### src/rtl/watch_pkg.sv
// Shared state/mode encodings and field limits for the watch
// time-setting controller and its display logic.
package watch_pkg;

    typedef enum logic [2:0] {
        ST_RUN      = 3'd0,
        ST_SET_SEC  = 3'd1,
        ST_SET_MIN  = 3'd2,
        ST_SET_HOUR = 3'd3,
        ST_SET_DAY  = 3'd4,
        ST_COMMIT   = 3'd5
    } state_t;

    localparam int SEC_MAX  = 59;
    localparam int MIN_MAX  = 59;
    localparam int HOUR_MAX = 23;

    localparam logic [2:0] MODE_RUN      = ST_RUN;
    localparam logic [2:0] MODE_SET_SEC  = ST_SET_SEC;
    localparam logic [2:0] MODE_SET_MIN  = ST_SET_MIN;
    localparam logic [2:0] MODE_SET_HOUR = ST_SET_HOUR;
    localparam logic [2:0] MODE_SET_DAY  = ST_SET_DAY;
    localparam logic [2:0] MODE_COMMIT   = ST_COMMIT;

endpackage

### src/rtl/watch_field_step.sv
// Combinational +/-1 on one time field with explicit wrap at 0 and MAX.
module watch_field_step #(
    parameter int W   = 6,
    parameter int MAX = 59
) (
    input  logic [W-1:0] val,
    input  logic         inc,
    input  logic         dec,
    output logic [W-1:0] nxt
);

    localparam logic [W-1:0] TOP  = W'(MAX);
    localparam logic [W-1:0] ONE  = W'(1);
    localparam logic [W-1:0] ZERO = '0;

    always_comb begin
        nxt = val;
        unique case (1'b1)
            (inc && !dec): nxt = (val == TOP)  ? ZERO : val + ONE;
            (dec && !inc): nxt = (val == ZERO) ? TOP  : val - ONE;
            default:       nxt = val;
        endcase
    end

endmodule

### src/rtl/watch_set_ctrl.sv
// Time-setting sequencer: freezes the watch counter, edits a shadow copy
// of the time, then commits it with a one-cycle load strobe.
module watch_set_ctrl
    import watch_pkg::*;
#(
    parameter int P_SEC_BIT  = 6,
    parameter int P_MIN_BIT  = 6,
    parameter int P_HOUR_BIT = 5,
    parameter int P_DAY_BIT  = 9,
    parameter int P_DAY_MAX  = 365,
    parameter int P_TO_BIT   = 30,
    parameter int P_TIMEOUT  = 1000
) (
    input  logic                  clk,
    input  logic                  reset,
    input  logic                  i_run_en,
    input  logic                  i_mode,
    input  logic                  i_inc,
    input  logic                  i_dec,
    input  logic                  i_cancel,
    input  logic [P_SEC_BIT-1:0]  i_sec,
    input  logic [P_MIN_BIT-1:0]  i_min,
    input  logic [P_HOUR_BIT-1:0] i_hour,
    input  logic [P_DAY_BIT-1:0]  i_day,
    output logic                  o_run_en,
    output logic                  o_load,
    output logic [P_SEC_BIT-1:0]  o_sec,
    output logic [P_MIN_BIT-1:0]  o_min,
    output logic [P_HOUR_BIT-1:0] o_hour,
    output logic [P_DAY_BIT-1:0]  o_day,
    output logic [2:0]            o_mode
);

    localparam logic [P_SEC_BIT-1:0]  SEC_LIM  = P_SEC_BIT'(SEC_MAX);
    localparam logic [P_MIN_BIT-1:0]  MIN_LIM  = P_MIN_BIT'(MIN_MAX);
    localparam logic [P_HOUR_BIT-1:0] HOUR_LIM = P_HOUR_BIT'(HOUR_MAX);
    localparam logic [P_DAY_BIT-1:0]  DAY_LIM  = P_DAY_BIT'(P_DAY_MAX);
    localparam logic [P_TO_BIT-1:0]   TO_LAST  = P_TO_BIT'(P_TIMEOUT - 1);
    localparam logic [P_TO_BIT-1:0]   TO_ONE   = P_TO_BIT'(1);

    logic [2:0]            state;
    logic [P_TO_BIT-1:0]   to_cnt;
    logic [P_SEC_BIT-1:0]  sh_sec;
    logic [P_MIN_BIT-1:0]  sh_min;
    logic [P_HOUR_BIT-1:0] sh_hour;
    logic [P_DAY_BIT-1:0]  sh_day;

    logic [P_SEC_BIT-1:0]  nx_sec;
    logic [P_MIN_BIT-1:0]  nx_min;
    logic [P_HOUR_BIT-1:0] nx_hour;
    logic [P_DAY_BIT-1:0]  nx_day;

    logic in_set;
    logic cancel;
    logic edit;
    logic ed_sec, ed_min, ed_hour, ed_day;

    assign in_set = (state == MODE_SET_SEC)
                 || (state == MODE_SET_MIN)
                 || (state == MODE_SET_HOUR)
                 || (state == MODE_SET_DAY);

    // an expiring idle timer acts exactly like a user cancel
    assign cancel = in_set && (i_cancel || (to_cnt == TO_LAST));
    assign edit   = in_set && !cancel && !i_mode;

    assign ed_sec  = edit && (state == MODE_SET_SEC);
    assign ed_min  = edit && (state == MODE_SET_MIN);
    assign ed_hour = edit && (state == MODE_SET_HOUR);
    assign ed_day  = edit && (state == MODE_SET_DAY);

    watch_field_step #(.W(P_SEC_BIT), .MAX(SEC_MAX)) u_sec (
        .val(sh_sec), .inc(ed_sec && i_inc),
        .dec(ed_sec && i_dec), .nxt(nx_sec)
    );

    watch_field_step #(.W(P_MIN_BIT), .MAX(MIN_MAX)) u_min (
        .val(sh_min), .inc(ed_min && i_inc),
        .dec(ed_min && i_dec), .nxt(nx_min)
    );

    watch_field_step #(.W(P_HOUR_BIT), .MAX(HOUR_MAX)) u_hour (
        .val(sh_hour), .inc(ed_hour && i_inc),
        .dec(ed_hour && i_dec), .nxt(nx_hour)
    );

    watch_field_step #(.W(P_DAY_BIT), .MAX(P_DAY_MAX)) u_day (
        .val(sh_day), .inc(ed_day && i_inc),
        .dec(ed_day && i_dec), .nxt(nx_day)
    );

    always_ff @(posedge clk or negedge reset) begin
        if (!reset) begin
            state    <= MODE_RUN;
            to_cnt   <= '0;
            sh_sec   <= '0;
            sh_min   <= '0;
            sh_hour  <= '0;
            sh_day   <= '0;
            o_load   <= 1'b0;
            o_run_en <= 1'b0;
        end else begin
            o_load <= 1'b0;
            case (state)
                MODE_RUN: begin
                    o_run_en <= i_run_en;
                    to_cnt   <= '0;
                    if (i_mode) begin
                        state    <= MODE_SET_SEC;
                        o_run_en <= 1'b0;
                        sh_sec   <= (i_sec  > SEC_LIM)  ? '0 : i_sec;
                        sh_min   <= (i_min  > MIN_LIM)  ? '0 : i_min;
                        sh_hour  <= (i_hour > HOUR_LIM) ? '0 : i_hour;
                        sh_day   <= (i_day  > DAY_LIM)  ? '0 : i_day;
                    end
                end
                MODE_SET_SEC, MODE_SET_MIN,
                MODE_SET_HOUR, MODE_SET_DAY: begin
                    o_run_en <= 1'b0;
                    if (cancel) begin
                        state  <= MODE_RUN;
                        to_cnt <= '0;
                    end else if (i_mode) begin
                        state  <= state + 3'd1;
                        o_load <= (state == MODE_SET_DAY);
                        to_cnt <= '0;
                    end else begin
                        sh_sec  <= nx_sec;
                        sh_min  <= nx_min;
                        sh_hour <= nx_hour;
                        sh_day  <= nx_day;
                        to_cnt  <= (i_inc || i_dec) ? '0
                                                    : to_cnt + TO_ONE;
                    end
                end
                MODE_COMMIT: begin
                    state    <= MODE_RUN;
                    o_run_en <= 1'b0;
                    to_cnt   <= '0;
                end
                default: begin
                    state    <= MODE_RUN;
                    o_run_en <= 1'b0;
                    to_cnt   <= '0;
                end
            endcase
        end
    end

    assign o_sec  = sh_sec;
    assign o_min  = sh_min;
    assign o_hour = sh_hour;
    assign o_day  = sh_day;
    assign o_mode = state;

endmodule

### config.mk
export PLATFORM = sky130hd
export DESIGN_NAME = watch_set_ctrl
export DESIGN_NICKNAME = d
export VERILOG_FILES = /design/src/rtl/watch_pkg.sv /design/src/rtl/watch_field_step.sv /design/src/rtl/watch_set_ctrl.sv
export SDC_FILE = /design/constraint.sdc
export NUM_CORES = 1
export LEC_CHECK = 0
export ABC_AREA = 1
export CAP_MARGIN = 20
export CORE_MARGIN = 2
export CORE_UTILIZATION = 57
export DETAILED_ROUTE_END_ITERATION = 10
export PLACE_DENSITY_LB_ADDON = 0.12
export SLEW_MARGIN = 30
export SYNTH_ARGS = -nofsm -noshare
export SYNTH_HDL_FRONTEND = slang
export SYNTH_SLANG_ARGS = --single-unit
export TNS_END_PERCENT = 20
### constraint.sdc
create_clock -name clk -period 2.66 [get_ports clk]
set_input_delay 0.399 -clock clk [delete_from_list [all_inputs] [get_ports clk]]
set_output_delay 0.399 -clock clk [all_outputs]
set_load 0.05 [all_outputs]
## Yosys cells after proc, flatten, opt, wreduce, memory -nomap -nowiden

Cells that the tools add are included.

| operators by class | value |
|---|---|
| add/sub/neg operators | 10 |
| multipliers | 0 |
| divide/modulo/power cells | 0 |
| order comparisons | 4 |
| equal/unequal tests | 17 |
| shifts and indexed selects | 0 |
| muxes and demuxes | 45 |
| bitwise logic cells | 0 |
| reductions and logical operators | 50 |

Operators by type and width:

| kind | count |
|---|---|
| $mux 30 | 4 |
| $mux 6 | 12 |
| $mux 9 | 6 |
| $pmux 6 s2 | 4 |
| $pmux 9 s2 | 2 |
| $add 30x1->30 const B | 1 |
| $eq 30x10->1 const B | 1 |
| $mux 5 | 6 |
| $logic_and 1x1->1 | 23 |
| $pmux 5 s2 | 2 |
| $reduce_and 5->1 | 4 |
| $add 6x1->6 const B | 2 |
| $eq 6x6->1 const B | 2 |
| $gt 6x6->1 const B | 2 |
| $logic_not 6->1 | 2 |
| $ne 3x1->1 const B | 4 |
| $sub 6x1->6 const B | 2 |
| $logic_not 1->1 | 10 |
| $add 9x1->9 const B | 1 |
| $eq 9x9->1 const B | 1 |
| $gt 9x9->1 const B | 1 |
| $logic_not 9->1 | 1 |
| $mux 3 | 3 |
| $sub 9x1->9 const B | 1 |
| other kinds (18) | 29 |

| word-level totals | value |
|---|---|
| register bits | 61 |
| latch bits | 0 |
| bits in writable memories | 0 |
| memory bits (read-only) | 0 |
| bits of input ports | 33 |
| output and inout port bits | 31 |
| word-level logic and storage cells | 134 |
| memories kept | 0 |

## Longest topological paths before layout

| logic depth | value |
|---|---|
| depth in word-level cells | 16 |
| gate-level depth with buffers | 15 |
| mapped depth without buffers | 14 |

## Cells and area by module

From an unflattened synthesis, not the netlist that was laid out.

| second synthesis, totals | value |
|---|---|
| cells, all modules | 910 |
| area total of the unflattened synthesis | 5864.4 sq um |

By module, submodules not included:

| module | instances | cells an instance | area each (sq um) | seq. area each (sq um) |
|---|---|---|---|---|
| watch_set_ctrl | 1 | 545 | 3931.3 | 1526.5 |
| watch_field_step (u_min ...) | 2 | 79 | 444.2 | 0.0 |
| watch_field_step (u_day) | 1 | 148 | 749.5 | 0.0 |
| watch_field_step (u_hour) | 1 | 59 | 295.3 | 0.0 |

## Worst setup path before layout

No wires, ideal clock.

| timing | value |
|---|---|
| kind | reg-to-reg |
| from | reg state[0], in the netlist o_mode[0] |
| to | reg to_cnt[20] |
| library setup time | 0.119 ns |
| data arrival time | 2.103 ns |
| required time | 2.541 ns |
| slack | 0.437 ns |
| stages on the path, launching flop included | 15 |
| path buffers | 2 |
| clock period less this slack | 2.223 ns |
| cells stage by stage | dfrtp_1 inv_1 ha_1 inv_1 nor2_1 nor2_1 nand3_2 buf_4 nand3_2 nor2_4 nand2_2 inv_2 buf_4 o21ai_1 nor2_1 |

| on the way | value |
|---|---|
| word-level cells in the longest chain between the ends | 7 |
| elaborated cells between the ends (all ways) | 11 |
| classes of those cells | 4 x eq/ne; 2 x mux; 5 x reduce/logical |

Ends and longest elaborated chain:

| element | RTL line | source |
|---|---|---|
| start: declaration | watch_set_ctrl.sv:41 | `logic [2:0] state;` |
| start signal: assignment | watch_set_ctrl.sv:124 | `state <= state + 3'd1;` |
| $eq 3x1->1 or $eq 3x2->1 (tied branches) | watch_set_ctrl.sv:58, watch_set_ctrl.sv:104, watch_set_ctrl.sv:59 |  |
| $logic_or 1x1->1 | watch_set_ctrl.sv:59 | `\|\| (state == MODE_SET_MIN)` |
| $logic_or 1x1->1 | watch_set_ctrl.sv:60 | `\|\| (state == MODE_SET_HOUR)` |
| $logic_or 1x1->1 | watch_set_ctrl.sv:61 | `\|\| (state == MODE_SET_DAY);` |
| $logic_and 1x1->1 | watch_set_ctrl.sv:64 | `assign cancel = in_set && (i_cancel \|\| (to_cnt == TO_LAST));` |
| $mux 30 | watch_set_ctrl.sv:120 | `if (cancel) begin` |
| $mux 30 * | watch_set_ctrl.sv:104 | `case (state)` |
| end signal: assignment | watch_set_ctrl.sv:132 | `to_cnt <= (i_inc \|\| i_dec) ? '0` |
| end: declaration | watch_set_ctrl.sv:42 | `logic [P_TO_BIT-1:0] to_cnt;` |

Mark *: on every way between the ends. The rest lies on a longest branch, timed or not.
A chain may end at the register's enable or synchronous reset.

## Worst setup path after layout

| timing | value |
|---|---|
| from | reg state[0], in the netlist o_mode[0] |
| to | reg sh_min[3], in the netlist o_min[3] |

| on the way | value |
|---|---|
| word-level cells in the longest chain between the ends | 16 |
| elaborated cells between the ends (all ways) | 30 |
| classes of those cells | 8 x eq/ne; 4 x mux; 18 x reduce/logical |

Ends and longest elaborated chain:

| element | RTL line | source |
|---|---|---|
| $eq 3x1->1 or $eq 3x2->1 (tied branches) | n/a |  |
| $logic_or 1x1->1 | watch_set_ctrl.sv:59 |  |
| $logic_or 1x1->1 | watch_set_ctrl.sv:60 |  |
| $logic_or 1x1->1 | watch_set_ctrl.sv:61 |  |
| $logic_and 1x1->1 | watch_set_ctrl.sv:64 |  |
| $logic_not 1->1 | watch_set_ctrl.sv:65 | `assign edit = in_set && !cancel && !i_mode;` |
| $logic_and 1x1->1 (2 in a row) | watch_set_ctrl.sv:65 |  |
| $logic_and 1x1->1 | watch_set_ctrl.sv:68 | `assign ed_min = edit && (state == MODE_SET_MIN);` |
| $logic_and 1x1->1 (on tied branches) | watch_set_ctrl.sv:78, watch_set_ctrl.sv:79 |  |
| $logic_not 1->1 (on tied branches) | watch_field_step.sv:20, watch_field_step.sv:19 |  |
| $logic_and 1x1->1 (on tied branches) | watch_field_step.sv:20, watch_field_step.sv:19 |  |
| $pmux 6 s2 | watch_field_step.sv:18 | `unique case (1'b1)` |
| $mux 6 | watch_set_ctrl.sv:123 | `end else if (i_mode) begin` |
| $mux 6 | watch_set_ctrl.sv:120 |  |
| $pmux 6 s2 | watch_set_ctrl.sv:104 |  |
| end signal: assignment | watch_set_ctrl.sv:112 | `sh_min <= (i_min > MIN_LIM) ? '0 : i_min;` |
| end signal: assignment | watch_set_ctrl.sv:129 | `sh_min <= nx_min;` |
| end: declaration | watch_set_ctrl.sv:44 | `logic [P_MIN_BIT-1:0] sh_min;` |

Several ways; a longest one is shown, not always the timed one. The select of a mux whose other input is x is not followed.

==> impl_metrics.ini <==
[logic_synthesis]
syn_inst = 783
synthesis.nets = 833
synth.distinct_cells = 38
syn_area_per_cell_um2 = 6.37
ys.flop_type = dfrtp_1
ys_warn_count = 0
synth_edf_count = 0
synthArstFlopShare = 1.00
synthesis.area_um2 = 4990
seq_area_frac_synth = 0.306
synth_seq_cells = 61

[floorplan]
die_h_um = 97.6
core_area_um2 = 8590
die-width_um = 97.6
core.rowCount = 34
initial_core_util = 0.581
ios = 64
dieArea_um2 = 9520

[sta]
hold_violations = 0
max_slew_margin = 0.515
fin_tns_setup_ns = 0
finClkSkew_ns = 0.0157
worst_pin_slew_ns = 0.727
rsz0062_at_grt = false
fin_crit_sh = 0.877
fmax_mhz = 429
slew_violations = 0
whs_ns = 0.0944
setup_violations = 0
period_minus_slack_ns = 2.33

[global_route]
busiest_layer = met2
antenna_found_initial = 0
grt_max_degree = 37
grt_pass1_wl_um = 22600
use_met3 = 0.0518
use_met1 = 0.393
grt.total_usage = 0.287
overflow = 0
met2_usage = 0.453
grt_pass1_vias = 4938

[detailed_routing]
wl_um = 13300
vias = 5310
wl_per_cell_um = 13.8
ant_nets = 0
remaining_drc_errors = 0
dr.first_iter.drc_count = 406
vias_per_cell = 5.53
first_pass_iters = 5

[power_and_ir_drop]
p_sw_frac = 0.544
p_leak_nw = 2.94
ir_drop_mv = 0.954
p_sw_mw = 3.46
power_density_nw_per_um2 = 1070
seq_power_share = 0.232
clkPwrFrac = 0.137
p_int_mw = 2.90
power_frac_comb = 0.631

[layout]
n_antenna_cell = 0
drive_gt1_frac = 0.0785
regArea_um2 = 1530
areaGrowthSynthToFinish_pct = 18.8
nFillCells = 776
fin_nets = 898
multiInputGateArea_um2 = 2970

[cts]
cts_setup_buffers = 0
ctsHoldBuffers = 0
clk_latency_ns = 0.35
cts_buffers = 9
clock-sinks = 61
cts_tree = done
clk_pin_slew_ns = 0.08
cts-resized-gates = 0
cts-htree-levels = 3
cts_root_buffer = clkbuf_8
cts.path.max_buffers = 2

[setup_path]
timing.reg2reg.setup_slack_ns = 0.33
path_delay_family = simple AND/OR/NAND/NOR gates
cp.required_ns = 2.93
arrival_ns = 2.60
crit_path_max_fanout = 8
cp-end-kind = flop
start_kind = flop
cpPeakStageDelay_ns = 0.43
critPathKind = reg -> reg
path_buf_inv = 4
cpMaxStageDelayCell = dfrtp_1
crit_top_cell = nor2_1
path_cells = inv_1, ha_1, inv_1, nor2_1, nor2_1, nand3_2, nand4_4, a21oi_2, buf_4, nand2_4, clkinv_2, nor2_1, nor2_1

[placed_design]
gp_congestion = 0.936
portBuffers = 63
hpwl_um = 9990

[run_status]
outcome = finished, final reports clean

[run]
cap_viol_max_count = 0

[worst_hold_path]
hp-class = in -> async
## cells in the mapped netlist (2+ instances only)
cell / number / share of area
xnor2_1: 6 / 0.011
nand4_1: 16 / 0.020
nor2_4: 5 / 0.011
buf_4: 2 / 0.0030
xor2_1: 14 / 0.025
inv_2: 8 / 0.0060
a21oi_1: 25 / 0.025
ha_1: 17 / 0.043
or2_2: 6 / 0.0075
nand3_1: 97 / 0.097
nor3_1: 22 / 0.022
inv_1: 98 / 0.074
clkinv_2: 2 / 0.0020
nand2_1: 215 / 0.16
buf_2: 6 / 0.0060
o21ai_0: 22 / 0.022
buf_6: 2 / 0.0045
nor2_1: 117 / 0.088
a31oi_1: 2 / 0.0025
nand2_4: 3 / 0.0068
nand3_2: 3 / 0.0060
dfrtp_1: 61 / 0.31
a41oi_1: 2 / 0.0035
nand2_2: 4 / 0.0050
nor2_2: 6 / 0.0075
nor3b_1: 2 / 0.0030
nor4_1: 4 / 0.0050
clkbuf_1: 6 / 0.0045
## through the flow
stage          cells  total power, mW  setup WS (ns)  utilization  cell area (um2)
3_3_place_gp     945             5.36          0.414        0.666             5730
5_1_grt          961             6.88         0.0950        0.690             5930
4_1_cts          961             6.34          0.340        0.690             5930
6_report         961             6.36          0.327        0.690             5930
2_1_floorplan    783             4.44          0.437            -             4990
3_5_place_dp     945             5.45          0.328        0.666             5730
## metal layers
layer	vias up	wire length, um
met5	-	0
met4	0	370
met3	39	1000
met2	242	6040
met1	2401	5830
li1	2628	-
## cell type report
| class | count | area share |
|---|---|---|
| well taps | 108 | 0.0228 |
| flip-flops and latches | 61 | 0.258 |
| clock buffers | 10 | 0.0215 |
| clock inverters | 6 | 0.0120 |
| repair buffers | 70 | 0.117 |
| inverters | 108 | 0.0688 |
| multi-input cells | 598 | 0.501 |
## registers in the layout (all words and copies together) (netlist names)
signal / cells
o_run_en: 1
o_day: 9
to_cnt: 30
o_sec: 6
o_min: 6
o_hour: 5
o_load: 1
o_mode: 3
## cell usage in the layout, fill, tap and decap left out, types with 3 or more instances in the layout
cell type and instances:
nand2_1 215, nor2_1 116, inv_1 98, nand3_1 97, clkdlybuf4s50_1 62, dfrtp_1 61
a21oi_1 25, nor3_1 22, o21ai_0 22, ha_1 17, nand4_1 16, xor2_1 14
clkbuf_8 9, inv_2 8, nor2_2 7, xnor2_1 6, or2_2 6, buf_4 6
nor2_4 5, nand2_2 4, nor4_1 4, nand2_4 3, nand3_2 3
## kinds of logic after synthesis
kind of cell,count (synthesis),synth area share
AOI/OAI and AO/OA,56,0.0612
xor gates and xnor gates,20,0.0351
adders and majority gates,17,0.0426
buffers and inverters,124,0.0998
DFF,61,0.306
and+or+nand+nor,505,0.455
## power by group through the flow
stage / Sequential, mW / Clock [mW] / Combinational (mW)
after floorplan: 2.06 / 0 / 2.38
after global placement: 1.48 / 0 / 3.87
after detailed placement: 1.49 / 0 / 3.95
after CTS: 1.47 / 0.884 / 3.98
after global routing: 1.52 / 0.924 / 4.44
final: 1.48 / 0.871 / 4.01
## worst paths after layout
| path | start | to | cells after the start |
|---|---|---|---|
| worst max register to register | o_mode[0] | o_min[3] | 13 |
| min in group clk | to_cnt[29] | to_cnt[29] | 1 |
| worst min-delay path | reset | to_cnt[19] | 1 |
| max in group asynchronous | reset | o_min[2] | 2 |
| worst min register to register | to_cnt[29] | to_cnt[29] | 1 |
| worst max-delay path | o_mode[0] | o_min[3] | 13 |
(Power assumes the default switching activity.)
